===== config.mk =====
export PLATFORM = sky130hd
export DESIGN_NAME = csd_decoder
export DESIGN_NICKNAME = d
export VERILOG_FILES = /design/src/rtl/csd_decoder_pkg.sv /design/src/rtl/csd_digit_ram.sv /design/src/rtl/csd_decoder.sv
export SDC_FILE = /design/constraint.sdc
export NUM_CORES = 1
export LEC_CHECK = 0
export CAP_MARGIN = 20
export CORE_MARGIN = 2
export CORE_UTILIZATION = 60
export DETAILED_ROUTE_END_ITERATION = 12
export MAX_ROUTING_LAYER = met4
export PLACE_DENSITY = 0.8
export SLEW_MARGIN = 10
export SYNTH_ARGS = -nofsm -noshare
export SYNTH_HDL_FRONTEND = slang
export SYNTH_SLANG_ARGS = --single-unit

===== constraint.sdc =====
create_clock -name clk -period 3.95 [get_ports clk]
set_clock_uncertainty 0.2 [all_clocks]
set_input_delay 0.395 -clock clk [delete_from_list [all_inputs] [get_ports clk]]
set_output_delay 0.395 -clock clk [all_outputs]
set_load 0.03 [all_outputs]

===== src/rtl/csd_decoder_pkg.sv =====
`default_nettype none
// ============================================================================
// Module      : csd_decoder_pkg
// Description : Shared definitions for the CSD-to-binary decoder: digit-code
//               constants, geometry, result widths, FSM state encoding and a
//               digit-code classifier.
// Revision    : 1.0 - initial release
// ============================================================================
package csd_decoder_pkg;

  // Digit memory geometry
  localparam int N_DIGITS = 16;
  localparam int ADDR_W   = 4;

  // Result widths: 17-bit signed value, count range 0..16
  localparam int VALUE_W  = 17;
  localparam int CNT_W    = 5;

  // Digit codes stored in the RAM
  localparam logic [7:0] CSD_ZERO = 8'h00;
  localparam logic [7:0] CSD_POS  = 8'h01;
  localparam logic [7:0] CSD_NEG  = 8'hFF;

  // FSM state encoding
  typedef enum logic [1:0] {
    ST_IDLE = 2'd0,
    ST_SCAN = 2'd1,
    ST_DONE = 2'd2
  } state_t;

  // Classification of one stored digit code
  typedef struct packed {
    logic pos;  // +1
    logic neg;  // -1
    logic bad;  // not one of the three legal codes
  } digit_t;

  // Illegal codes are reported through 'bad' and otherwise behave as zero.
  function automatic digit_t decode_digit(input logic [7:0] code);
    digit_t d;
    d.pos = (code == CSD_POS);
    d.neg = (code == CSD_NEG);
    d.bad = (code != CSD_POS) && (code != CSD_NEG) && (code != CSD_ZERO);
    return d;
  endfunction

endpackage : csd_decoder_pkg
`default_nettype wire


===== src/rtl/csd_digit_ram.sv =====
`default_nettype none
// ============================================================================
// Module      : csd_digit_ram
// Description : 16 x 8 digit memory. Synchronous write, registered read
//               (one-cycle latency). Reset clears every entry and the read
//               register.
// Ports       : clk      - clock, rising edge
//               reset    - synchronous active-high reset
//               we       - write enable
//               address  - read/write address
//               dataIn   - write data
//               dataOut  - registered read data of previous cycle's address
// Revision    : 1.0 - initial release
// ============================================================================
module csd_digit_ram
  import csd_decoder_pkg::*;
(
  input  logic              clk,
  input  logic              reset,
  input  logic              we,
  input  logic [ADDR_W-1:0] address,
  input  logic [7:0]        dataIn,
  output logic [7:0]        dataOut
);

  logic [7:0] r_mem [N_DIGITS];
  logic [7:0] r_dout;

  // Reset has to clear the whole array, so the storage is a register file
  // rather than a plain inferred block RAM.
  always_ff @(posedge clk) begin
    if (reset) begin
      for (int i = 0; i < N_DIGITS; i++) begin
        r_mem[i] <= CSD_ZERO;
      end
      r_dout <= CSD_ZERO;
    end else begin
      if (we) begin
        r_mem[address] <= dataIn;
      end
      // Read-before-write: a write and a read to the same address in one
      // cycle returns the old contents.
      r_dout <= r_mem[address];
    end
  end

  assign dataOut = r_dout;

endmodule : csd_digit_ram
`default_nettype wire


===== src/rtl/csd_decoder.sv =====
`default_nettype none
// ============================================================================
// Module      : csd_decoder
// Description : Converts a 16-digit canonical-signed-digit word, held in an
//               internal digit RAM, into a 17-bit two's-complement value.
//               A start pulse scans the digits LSB-first, one per cycle, and
//               reports value, nonzero-digit count and validity flags.
// Ports       : clk        - clock, rising edge
//               reset      - synchronous active-high reset (clears RAM too)
//               start      - begin scan (accepted in IDLE only)
//               we         - digit write enable (accepted in IDLE only)
//               address    - digit position for writes
//               dataIn     - digit code: 00 = 0, 01 = +1, FF = -1
//               busy       - scan in progress
//               done       - one-cycle result-valid pulse
//               value      - signed result
//               nz_count   - number of nonzero digits
//               not_csd    - two adjacent digits both nonzero
//               err_code   - an illegal digit code was seen
//               over_limit - nz_count exceeds MAX_NZ
// Revision    : 1.0 - initial release
// ============================================================================
module csd_decoder
  import csd_decoder_pkg::*;
#(
  parameter int MAX_NZ = 4
) (
  input  logic                      clk,
  input  logic                      reset,
  input  logic                      start,
  input  logic                      we,
  input  logic [ADDR_W-1:0]         address,
  input  logic [7:0]                dataIn,
  output logic                      busy,
  output logic                      done,
  output logic signed [VALUE_W-1:0] value,
  output logic [CNT_W-1:0]          nz_count,
  output logic                      not_csd,
  output logic                      err_code,
  output logic                      over_limit
);

  // The scan counter runs one step past the last digit so that the final
  // RAM read has time to return before the FSM leaves SCAN.
  localparam logic [ADDR_W:0]  c_scan_last = (ADDR_W+1)'(N_DIGITS);
  localparam logic [CNT_W-1:0] c_max_nz    = CNT_W'(MAX_NZ);

  state_t              r_state;
  state_t              w_state_nxt;
  logic [ADDR_W:0]     r_idx;
  logic [ADDR_W-1:0]   r_acc_idx;
  logic                r_acc_en;
  logic                r_prev_nz;
  logic [VALUE_W-1:0]  r_value;
  logic [CNT_W-1:0]    r_nz_count;
  logic                r_not_csd;
  logic                r_err_code;

  logic                w_idle;
  logic                w_scan;
  logic                w_start_ok;
  logic                w_ram_we;
  logic [ADDR_W-1:0]   w_rd_addr;
  logic [7:0]          w_rd_data;
  digit_t              w_digit;
  logic                w_nz;
  logic [VALUE_W-1:0]  w_weight;

  assign w_idle     = (r_state == ST_IDLE);
  assign w_scan     = (r_state == ST_SCAN);
  assign w_start_ok = w_idle && start;

  // --------------------------------------------------------------------------
  // FSM
  // --------------------------------------------------------------------------
  always_ff @(posedge clk) begin
    if (reset) begin
      r_state <= ST_IDLE;
    end else begin
      r_state <= w_state_nxt;
    end
  end

  always_comb begin
    w_state_nxt = r_state;
    busy        = 1'b0;
    done        = 1'b0;
    case (r_state)
      ST_IDLE: begin
        if (start) begin
          w_state_nxt = ST_SCAN;
        end
      end
      ST_SCAN: begin
        busy = 1'b1;
        if (r_idx == c_scan_last) begin
          w_state_nxt = ST_DONE;
        end
      end
      ST_DONE: begin
        done        = 1'b1;
        w_state_nxt = ST_IDLE;
      end
      default: begin
        w_state_nxt = ST_IDLE;
      end
    endcase
  end

  // --------------------------------------------------------------------------
  // Scan counter and delayed accumulation index
  // --------------------------------------------------------------------------
  always_ff @(posedge clk) begin
    if (reset) begin
      r_idx     <= '0;
      r_acc_idx <= '0;
      r_acc_en  <= 1'b0;
    end else begin
      if (w_scan) begin
        r_idx <= r_idx + 1'b1;
      end else begin
        r_idx <= '0;
      end
      // Data for the address issued this cycle arrives next cycle, so the
      // accumulation stage trails the scan counter by one.
      r_acc_idx <= r_idx[ADDR_W-1:0];
      r_acc_en  <= w_scan && (r_idx < c_scan_last);
    end
  end

  // --------------------------------------------------------------------------
  // Digit RAM
  // --------------------------------------------------------------------------
  assign w_ram_we  = we && w_idle;
  assign w_rd_addr = w_scan ? r_idx[ADDR_W-1:0] : address;

  csd_digit_ram u_ram (
    .clk     (clk),
    .reset   (reset),
    .we      (w_ram_we),
    .address (w_rd_addr),
    .dataIn  (dataIn),
    .dataOut (w_rd_data)
  );

  // --------------------------------------------------------------------------
  // Accumulator, counter and flags
  // --------------------------------------------------------------------------
  assign w_digit  = decode_digit(w_rd_data);
  assign w_nz     = w_digit.pos || w_digit.neg;
  assign w_weight = VALUE_W'(1) << r_acc_idx;

  always_ff @(posedge clk) begin
    if (reset) begin
      r_value    <= '0;
      r_nz_count <= '0;
      r_not_csd  <= 1'b0;
      r_err_code <= 1'b0;
      r_prev_nz  <= 1'b0;
    end else if (w_start_ok) begin
      // Clearing r_prev_nz means digit 0 is never compared with anything.
      r_value    <= '0;
      r_nz_count <= '0;
      r_not_csd  <= 1'b0;
      r_err_code <= 1'b0;
      r_prev_nz  <= 1'b0;
    end else if (r_acc_en) begin
      if (w_digit.pos) begin
        r_value <= r_value + w_weight;
      end else if (w_digit.neg) begin
        r_value <= r_value - w_weight;
      end
      r_nz_count <= r_nz_count + CNT_W'(w_nz);
      r_not_csd  <= r_not_csd  | (r_prev_nz & w_nz);
      r_err_code <= r_err_code | w_digit.bad;
      r_prev_nz  <= w_nz;
    end
  end

  assign value      = r_value;
  assign nz_count   = r_nz_count;
  assign not_csd    = r_not_csd;
  assign err_code   = r_err_code;
  assign over_limit = (r_nz_count > c_max_nz);

endmodule : csd_decoder
`default_nettype wire


==> flow_summary.toml, run 1 <==
[power]
p_int_uw = 2980
p_per_area_nw_per_um2 = 413
power.switching_uw = 1050
ir_drop_mv = 0.344
power_leakage_uw = 0.00359
pwr-share-clk_pct = 40.1
p_sw_share_pct = 26.0
seq_power_share_pct = 50.7
comb_power_share_pct = 9.3

[synthesis]
synthesis.area_um2 = 8490
yosysWarnings = 0
avgSynthCellArea_um2 = 10.7
synth_edf_count = 128
yosys_most_used_dff = "edfxtp_1"
synth_mux_area_share_pct = 0.707
yosys.area_share.simple_pct = 20.4
synth_top_family_by_area = "simple AND/OR/NAND/NOR gates"
syn_inst = 795
synth-async-reset-ratio_pct = 0
ys_ff_latch = 173
yosysSeqAreaShare_pct = 55.9
synth-xor-area-share_pct = 1.65
ys_types = 50
synth-compound-area-share_pct = 15.0
syn_nets = 833
synth_fa_ha_area_share_pct = 3.33

[final_layout]
finalNonFillerCells = 1026
regArea_um2 = 4740
fillers = 986
nNetsFinal = 871
num_antenna_cells = 0
syn2layout_area_growth_pct = 14.7
multiInputGateArea_um2 = 3540
fin_util_pct = 70.5
drive_gt1_share_pct = 9.93

[sta]
timing.hold.ws_ns = 0.276
rsz0062_at_grt = "no"
relSlewSlack_pct = 43.8
finalHoldViolations = 0
setup_slack_ns = 0.347
maxSlewViolCount = 0
min_period_ns = 3.60
max_freq_mhz = 278
worst_slew_pin_slew_ns = 0.843
setup_viol = 0
fin_crit_sh_pct = 91.2
setup_tns_ns = 0

[cts]
cts_sinks = 173
ctsResizeCount = 0
clock_latency_ns = 0.43
htree_levels = 4
cts_hold_buf = 0
numCtsBuffers = 17
cts-root-buf = "clkbuf_16"
cts.path.max_buffers = 2
cts_setup_buffers = 0
clk_pin_slew_ns = 0.07
tritoncts = "done"

[die]
die-area_um2 = 15100
ioPinCount = 43
die_w_um = 123
die_height_um = 123
core_um2 = 13800
initial_utilization_pct = 61.4
row_count = 43

[worst_setup_path]
critPathTopFamily = "simple AND/OR/NAND/NOR gates"
crit_start = "r_acc_idx[1]"
crit_required_ns = 4.12
critPathMaxFanout = 12
slowest_stage = "dfxtp_1"
path_cells = "nor2_1, nand2_1, ha_2, nand2b_1, nand3_1, o21ai_0, ha_1, nand2_1, or3_4, a31oi_4, a31oi_2, o21ai_2, mux2i_1, mux2i_1"
start_kind = "flop"
crit_buf_inv = 0
regToRegStartpoint = "r_acc_idx[1]"
path_class = "flop to flop"
cp.arrival_ns = 3.77
cpPeakStageDelay_ns = 0.47
endpoint_kind = "flop"

[placed_design]
pre_cts_slack_ns = 0.237
dpl.cell_count = 994
io_buffer_count = 42
hpwl_um = 13400
gp_congestion = 0.946

[drt]
num_vias = 6313
first_pass_iters = 5
wl_um = 19800
drc_errors = 0
drt_iter0_drc = 579
routedWlPerCell_um = 19.3
ant_nets = 0
via_per_inst = 6.15

[flow_run]
drv_cap = 0

[outcome]
status = "completed"

[global_routing]
grt.total_usage_pct = 28.7
grt_max_degree = 33
grt.overflow.total = 0
grt_pass1_vias = 6169
grt_pass1_wl_um = 31700
antenna_found_initial = 0

[min_path]
hold_class = "flop to flop"
worstHoldStart = "not_csd"
[routing by layer]
metal	vias to the layer above	track usage (%)	part of all wire [%]	routed length [µm]
li1	2958	-	-	-
met2	248	48.0	52	10200
met1	3059	34.1	39	7730
met5	-	-	0	0
met3	48	5.49	6.5	1290
met4	0	12.3	3.0	591
[flip-flops by register name (all words and copies together) (netlist names)]
signal	count
u_ram.r_mem	128
nz_count	5
r_prev_nz	1
r_acc_en	1
u_ram.dataOut	8
not_csd	1
r_acc_idx	4
value	17
err_code	1
r_idx	5
r_state	2
[metrics by stage]
| step | power [µW] | cell area [µm²] |
|---|---|---|
| after floorplan | 2320 | 8490 |
| after global placement | 2430 | 9150 |
| after detailed placement | 2440 | 9150 |
| after CTS | 4030 | 9730 |
| after global routing | 4150 | 9740 |
| final | 4020 | 9740 |
[tightest hold or removal path: cells and delay by family, from the launching register on]
| kind | cells | cell delay (ns) |
|---|---|---|
| simple gates | 1 | 0.07 |
| flops | 1 | 0.33 |
| compound gates | 1 | 0.04 |
[area by class of cell]
cell class / instances / area share (%)
Multi-Input combinational cell: 562 / 36.4
Timing Repair Buffer: 68 / 6.32
Clock inverter: 15 / 1.53
Inverter: 11 / 0.424
Tap cell: 180 / 2.31
Clock buffer: 17 / 4.37
Sequential cell: 173 / 48.7
[worst paths after layout]
check                            endpoint  slack, ns  cells after the start
worst max-delay path            value[16]       0.35                     14
worst min-delay path              not_csd       0.28                      2
worst max register to register  value[16]       0.35                     14
worst min register to register    not_csd       0.28                      2
[power by group through the flow]
stage,sequential [µW],clock (µW),combinational (µW)
finish,2040,1610,372
global route,2040,1700,406
CTS,2040,1620,368
detailed placement,2080,0,366
global placement,2070,0,354
floorplan,2070,0,248
[synth_stat cells (4+ instances only)]
library cell / number / area (µm²)
nand4_1: 8 / 50.1
buf_2: 20 / 100
or2_1: 8 / 50.1
or2_2: 11 / 68.8
nand3_1: 16 / 80.1
edfxtp_1: 128 / 3840
xor2_1: 7 / 61.3
inv_1: 8 / 30.0
and2_1: 131 / 820
nand2_1: 46 / 173
a22oi_1: 64 / 480
a21o_1: 7 / 52.6
a21oi_1: 74 / 370
nor2b_1: 5 / 31.3
dfxtp_1: 45 / 901
xnor2_1: 9 / 78.8
nand2b_1: 6 / 37.5
o21ai_0: 19 / 95.1
mux2i_1: 6 / 60.1
nor4_1: 11 / 68.8
nor3_1: 6 / 30.0
nor2_1: 60 / 225
o31ai_2: 4 / 50.1
ha_1: 21 / 263
a31oi_1: 6 / 37.5
clkbuf_1: 27 / 101
a211oi_1: 5 / 37.5
[cells by family (layout without fill, tap and decap cells)]
| logic type | after synthesis | in the layout |
|---|---|---|
| AND/OR/NAND/NOR | 321 | 321 |
| AO/OA/AOI/OAI | 197 | 197 |
| XOR/XNOR | 16 | 16 |
| multiplexers | 6 | 6 |
| flip-flops | 173 | 173 |
| buffers and inverters | 60 | 111 |
| adder cells (fa/ha/maj) | 22 | 22 |
[placed cells by master (no fill, tap or decap), types with 3 or more instances in the layout]
cell type	count
a22oi_1	64
o31ai_4	4
nor2_1	59
inv_1	8
nand3_1	15
dfxtp_1	45
a21o_1	7
nor2b_1	5
a31oi_1	6
xnor2_1	9
a21oi_1	74
o21ai_1	3
mux2i_1	6
inv_2	3
nand2b_1	6
inv_6	6
nor4_1	10
o21a_1	3
clkbuf_16	17
ha_1	20
a211oi_1	5
inv_8	3
and3_1	3
or2_1	8
nand4_1	8
nand3b_1	3
o21ai_0	19
or2_2	11
nor3_1	6
clkdlybuf4s50_1	42
buf_4	26
and2_1	131
xor2_1	7
nand2_1	46
edfxtp_1	128
No activity file was read; power rests on OpenSTA's default activity.
==> run 2: changes to the inputs <==
- CORE_UTILIZATION: 60 -> 40
- CTS_CLUSTER_DIAMETER: unset -> 150
- PLACE_DENSITY: 0.8 -> 0.57
==> run 2 against run 1 <==
Against the previous run:
- worst hold slack better by 0.0011 ns
- cell count is 8.5% higher
- highest routed layer unchanged
- die area up 48%
- cell area up 0.46%
- power rose by 0.17%
- via count fell by 3.5%
- largest cell class unchanged
- critical path type unchanged
- worst setup slack better by 0.048 ns
==> flow_summary.toml, run 2 (same netlist as run 1, synthesis figures left out) <==
[final_layout]
fin_util_pct = 46.7
num_antenna_cells = 0
finalNonFillerCells = 1113
regMostFlops = "u_ram.r_mem"
final_common_cell = "and2_1"
nNetsFinal = 863
largest_register_ffs = 128
layout_common_cells = "and2_1, edfxtp_1, a21oi_1"
syn2layout_area_growth_pct = 15.2
drive_gt1_share_pct = 8.83
fillers = 1957

[flow_run]
drv_cap = 0

[min_path]
hold_class = "flop to flop"
min_path_cells = 2
min_to = "r_prev_nz"
worstHoldStart = "r_prev_nz"

[worst_setup_path]
cpPeakStageDelay_ns = 0.41
start_kind = "flop"
crit_required_ns = 4.10
cp.arrival_ns = 3.71
crit_buf_inv = 0
rr_worst_depth = 14
critPathMaxFanout = 12
rrSetupSlack_ns = 0.39
critPathTopFamily = "simple AND/OR/NAND/NOR gates"
slowest_stage = "or3_4"
endpoint_kind = "flop"
regToRegStartpoint = "r_acc_idx[3]"
path_cells = "nor2_1, nand3_1, ha_2, nand2b_1, nand3_1, o21ai_0, ha_1, nand2_1, or3_4, a31oi_4, a31oi_2, o21ai_2, mux2i_1, mux2i_1"
r2r_end = "value[16]"
path_class = "flop to flop"
crit_start = "r_acc_idx[3]"

[global_routing]
grt_max_degree = 34
grt.total_usage_pct = 19.4
grt.overflow.total = 0
grt_pass1_vias = 5891
antenna_found_initial = 0
grt_pass1_wl_um = 32200

[drt]
num_vias = 6089
top_layer = "met4"
routedWlPerCell_um = 18.3
wl_um = 20300
drt-met1-wl_um = 9340
via_per_inst = 5.47
dr_wl_met3_um = 789
ant_nets = 0
first_pass_iters = 5
wl_met2_um = 9930
drt_iter0_drc = 453
drc_errors = 0

[outcome]
status = "completed"

[sta]
maxSlewViolCount = 0
finalHoldViolations = 0
worst_slew_pin_slew_ns = 1.02
min_period_ns = 3.56
rsz0062_at_grt = "no"
setup_tns_ns = 0
max_freq_mhz = 281
fin_crit_sh_pct = 90.0
relSlewSlack_pct = 31.3
setup_viol = 0

[cts]
cts.path.max_buffers = 2
cts-root-buf = "clkbuf_16"
htree_levels = 4
clock_latency_ns = 0.42
cts_sinks = 173
cts_hold_buf = 0
numCtsBuffers = 17
clk_pin_slew_ns = 0.07
ctsResizeCount = 0
cts_setup_buffers = 0
tritoncts = "done"

[power]
p_per_area_nw_per_um2 = 412
power_leakage_uw = 0.00355
ir_drop_mv = 0.280

[placed_design]
dpl.cell_count = 1081
gp_congestion = 0.874
io_buffer_count = 42
hpwl_um = 14300

[die]
die_height_um = 150
ioPinCount = 43
die-area_um2 = 22400
die_w_um = 150
row_count = 53
core_um2 = 21000
initial_utilization_pct = 40.5
run 2: changes by cell type in the layout (fill, tap and decap cells not counted):
cell        change
buf_4           -8
bufinv_16       +1
clkbuf_1        +1
clkinv_2        +2
clkinv_4        -1
clkinv_8        -2
clkinvlp_2      +1
clkinvlp_4      -1
inv_8           -1
nor2_1          +1
nor2_2          -1
run 2: how the worst max path moves through the flow:
stage	endpoint	cells after the start	slack (ns)
floorplan	value[16]	16	0.42
CTS	value[16]	11	0.17
detailed placement	value[16]	11	0.20
global route	value[16]	13	0.08
finish	value[16]	14	0.39
global placement	value[16]	13	0.29
run 2: layer usage:
layer / track usage, % / up-vias
met2: 31.4 / 167
met4: 5.38 / 0
li1: - / 2952
met3: 2.99 / 24
met5: - / -
met1: 25.6 / 2946
run 2: tightest hold or removal path, stage by stage, from the launching register on:
cell      delay (ns)
dfxtp_1         0.31
nand2b_1        0.06
a21oi_1         0.06
run 2: area by class of cell:
type,count,area (µm²),area share [%]
repair buffers,60,556,5.68
multi-input cells,562,3540,36.2
clock inverters,14,134,1.37
well taps,275,344,3.52
clock buffers,18,429,4.38
flip-flops and latches,173,4740,48.5
inverters,11,41.3,0.422
run 2: power breakdown:
part           total [µW]  internal (µW)  switching, µW
Clock                1620            885            734
Combinational         373            125            248
Sequential           2040           2010           28.6
Total                4030           3020           1010
run 2: metrics by stage:
stage | cell area, µm² | hold slack [ns] | power, µW | setup slack [ns]
global placement | 9210 | 0.249 | 2440 | 0.287
global route | 9790 | 0.298 | 4170 | 0.0836
floorplan | 8490 | 0.225 | 2320 | 0.416
finish | 9790 | 0.277 | 4030 | 0.395
CTS | 9770 | 0.279 | 4050 | 0.175
detailed placement | 9210 | 0.266 | 2450 | 0.198
==> run 3: changes to the inputs <==
- clock period: 3.95 -> 3.5 ns (I/O delays scaled with it)
==> run 3 against run 2 <==
Against the previous run:
- highest routed layer unchanged
- cell count rose by 0.90%
- die area did not move
- global-route usage rose by 1.2 points
- critical path depth did not move
- first-iteration DRC count rose by 2.6%
- clock power rose by 18%
- routed wire length rose by 5.1%
==> flow_summary.toml, run 3 (same netlist as run 1, synthesis figures left out) <==
[outcome]
status = "completed"

[cts]
numCtsBuffers = 17
cts-root-buf = "clkbuf_16"
tritoncts = "done"
cts_sinks = 173
clock_latency_ns = 0.44
cts_hold_buf = 0
cts.path.max_buffers = 2
clk_pin_slew_ns = 0.07
htree_levels = 4

[sta]
setup_viol = 0
worst_slew_pin_slew_ns = 0.842
finalHoldViolations = 0
relSlewSlack_pct = 43.9
fin_crit_sh_pct = 96.0
min_period_ns = 3.36
max_freq_mhz = 298
maxSlewViolCount = 0

[global_routing]
grt_pass1_vias = 6061
antenna_found_initial = 0
grt_max_degree = 33
use_met2_pct = 33.3
grt_busiest_layer = "met2"
met3_usage_pct = 3.84
use_met1_pct = 25.9
grt.total_usage_pct = 20.6
grt.overflow.total = 0
grt_pass1_wl_um = 33900

[placed_design]
gp_congestion = 0.911
io_buffer_count = 42
dpl.cell_count = 1089
hpwl_um = 14600

[final_layout]
fillers = 1955
nNetsFinal = 874
syn2layout_area_growth_pct = 16.7
fin_util_pct = 47.3
final_common_cell = "and2_1"
finalNonFillerCells = 1123
regMostFlops = "u_ram.r_mem"
largest_register_ffs = 128
num_antenna_cells = 0
layout_common_cells = "and2_1, edfxtp_1, a21oi_1"
drive_gt1_share_pct = 10.3

[worst_setup_path]
rrSetupSlack_ns = 0.14
critPathTopFamily = "simple AND/OR/NAND/NOR gates"
crit_required_ns = 3.67
slowest_stage = "or3_4"
rr_worst_depth = 14
critPathMaxFanout = 7
endpoint_kind = "flop"
cp.arrival_ns = 3.53
r2r_end = "value[16]"
regToRegStartpoint = "u_ram.dataOut[5]"
cpPeakStageDelay_ns = 0.37
path_class = "flop to flop"
path_cells = "nor4_2, nand3_1, buf_4, buf_4, a21oi_1, nor3_1, ha_1, o21ai_0, or3_4, a31oi_4, a31oi_2, o21ai_2, mux2i_1, mux2i_1"
crit_buf_inv = 2
start_kind = "flop"

[drt]
first_pass_iters = 5
num_vias = 6233
wl_um = 21400
via_per_inst = 5.55
drc_errors = 0
routedWlPerCell_um = 19.0
ant_nets = 0
drt_iter0_drc = 465

[die]
initial_utilization_pct = 40.5
die-area_um2 = 22400
die_height_um = 150
row_count = 53
die_w_um = 150
ioPinCount = 43
core_um2 = 21000

[power]
ir_drop_mv = 0.341
power_leakage_uw = 0.00362
p_per_area_nw_per_um2 = 470

[min_path]
worstHoldStart = "value[5]"
hold_class = "flop to flop"
min_to = "value[5]"
min_path_cells = 2

[flow_run]
drv_cap = 0
run 3: worst reg2reg max path: cells and delay by family, from the launching register on:
family	cells	cell delay [ns]
buffers and inverters	2	0.33
and+or+nand+nor	4	0.86
AOI/OAI and AO/OA	5	0.82
muxes	2	0.41
adders and majority gates	1	0.36
DFF	1	0.32
run 3: area by class of cell:
| type | instances | area [µm²] | share of cell area [%] |
|---|---|---|---|
| inverter | 11 | 41.3 | 0.417 |
| multi-input combinational | 562 | 3550 | 35.8 |
| sequential | 173 | 4750 | 47.9 |
| clock buffer | 17 | 425 | 4.29 |
| tap | 275 | 344 | 3.47 |
| timing repair buffer | 71 | 638 | 6.44 |
| clock inverter | 14 | 166 | 1.68 |
run 3: power breakdown:
part | internal, µW | switching, µW | total (µW)
sequential | 2270 | 32.5 | 2300
combinational | 157 | 289 | 446
clock | 1020 | 894 | 1910
run 3: metrics by stage:
step	hold slack, ns	setup WS (ns)	cell area (µm²)	total power [µW]	TNS, ns
detailed placement	0.269	0.107	9270	2780	0
global route	0.310	-0.0707	9910	4820	-0.0707
floorplan	0.225	0.0625	8490	2610	0
CTS	0.282	0.0963	9860	4670	0
global placement	0.251	0.164	9270	2760	0
finish	0.276	0.140	9910	4660	0
run 3: layer usage:
metal	share of wire, %	vias up
li1	-	2966
met2	49	186
met5	0	-
met1	43	3038
met4	2.8	0
met3	5.1	43
run 3: worst max-delay path by stage:
stage	from	endpoint	slack, ns	depth (start not counted)
2_1_floorplan	r_acc_idx[0]	value[16]	0.06	16
3_3_place_gp	r_acc_idx[3]	value[16]	0.16	14
3_5_place_dp	r_acc_idx[3]	value[16]	0.11	14
4_1_cts	r_acc_idx[3]	value[16]	0.1	14
5_1_grt	u_ram.dataOut[5]	value[16]	-0.07	14
6_report	u_ram.dataOut[5]	value[16]	0.14	14
run 3: timing repair:
| item | in CTS | in global routing |
|---|---|---|
| hold endpoints to repair | 0 | 0 |
| setup buffers | 0 | 3 |
| setup endpoints to repair | 0 | 4 |
| resized for setup | 0 | 8 |
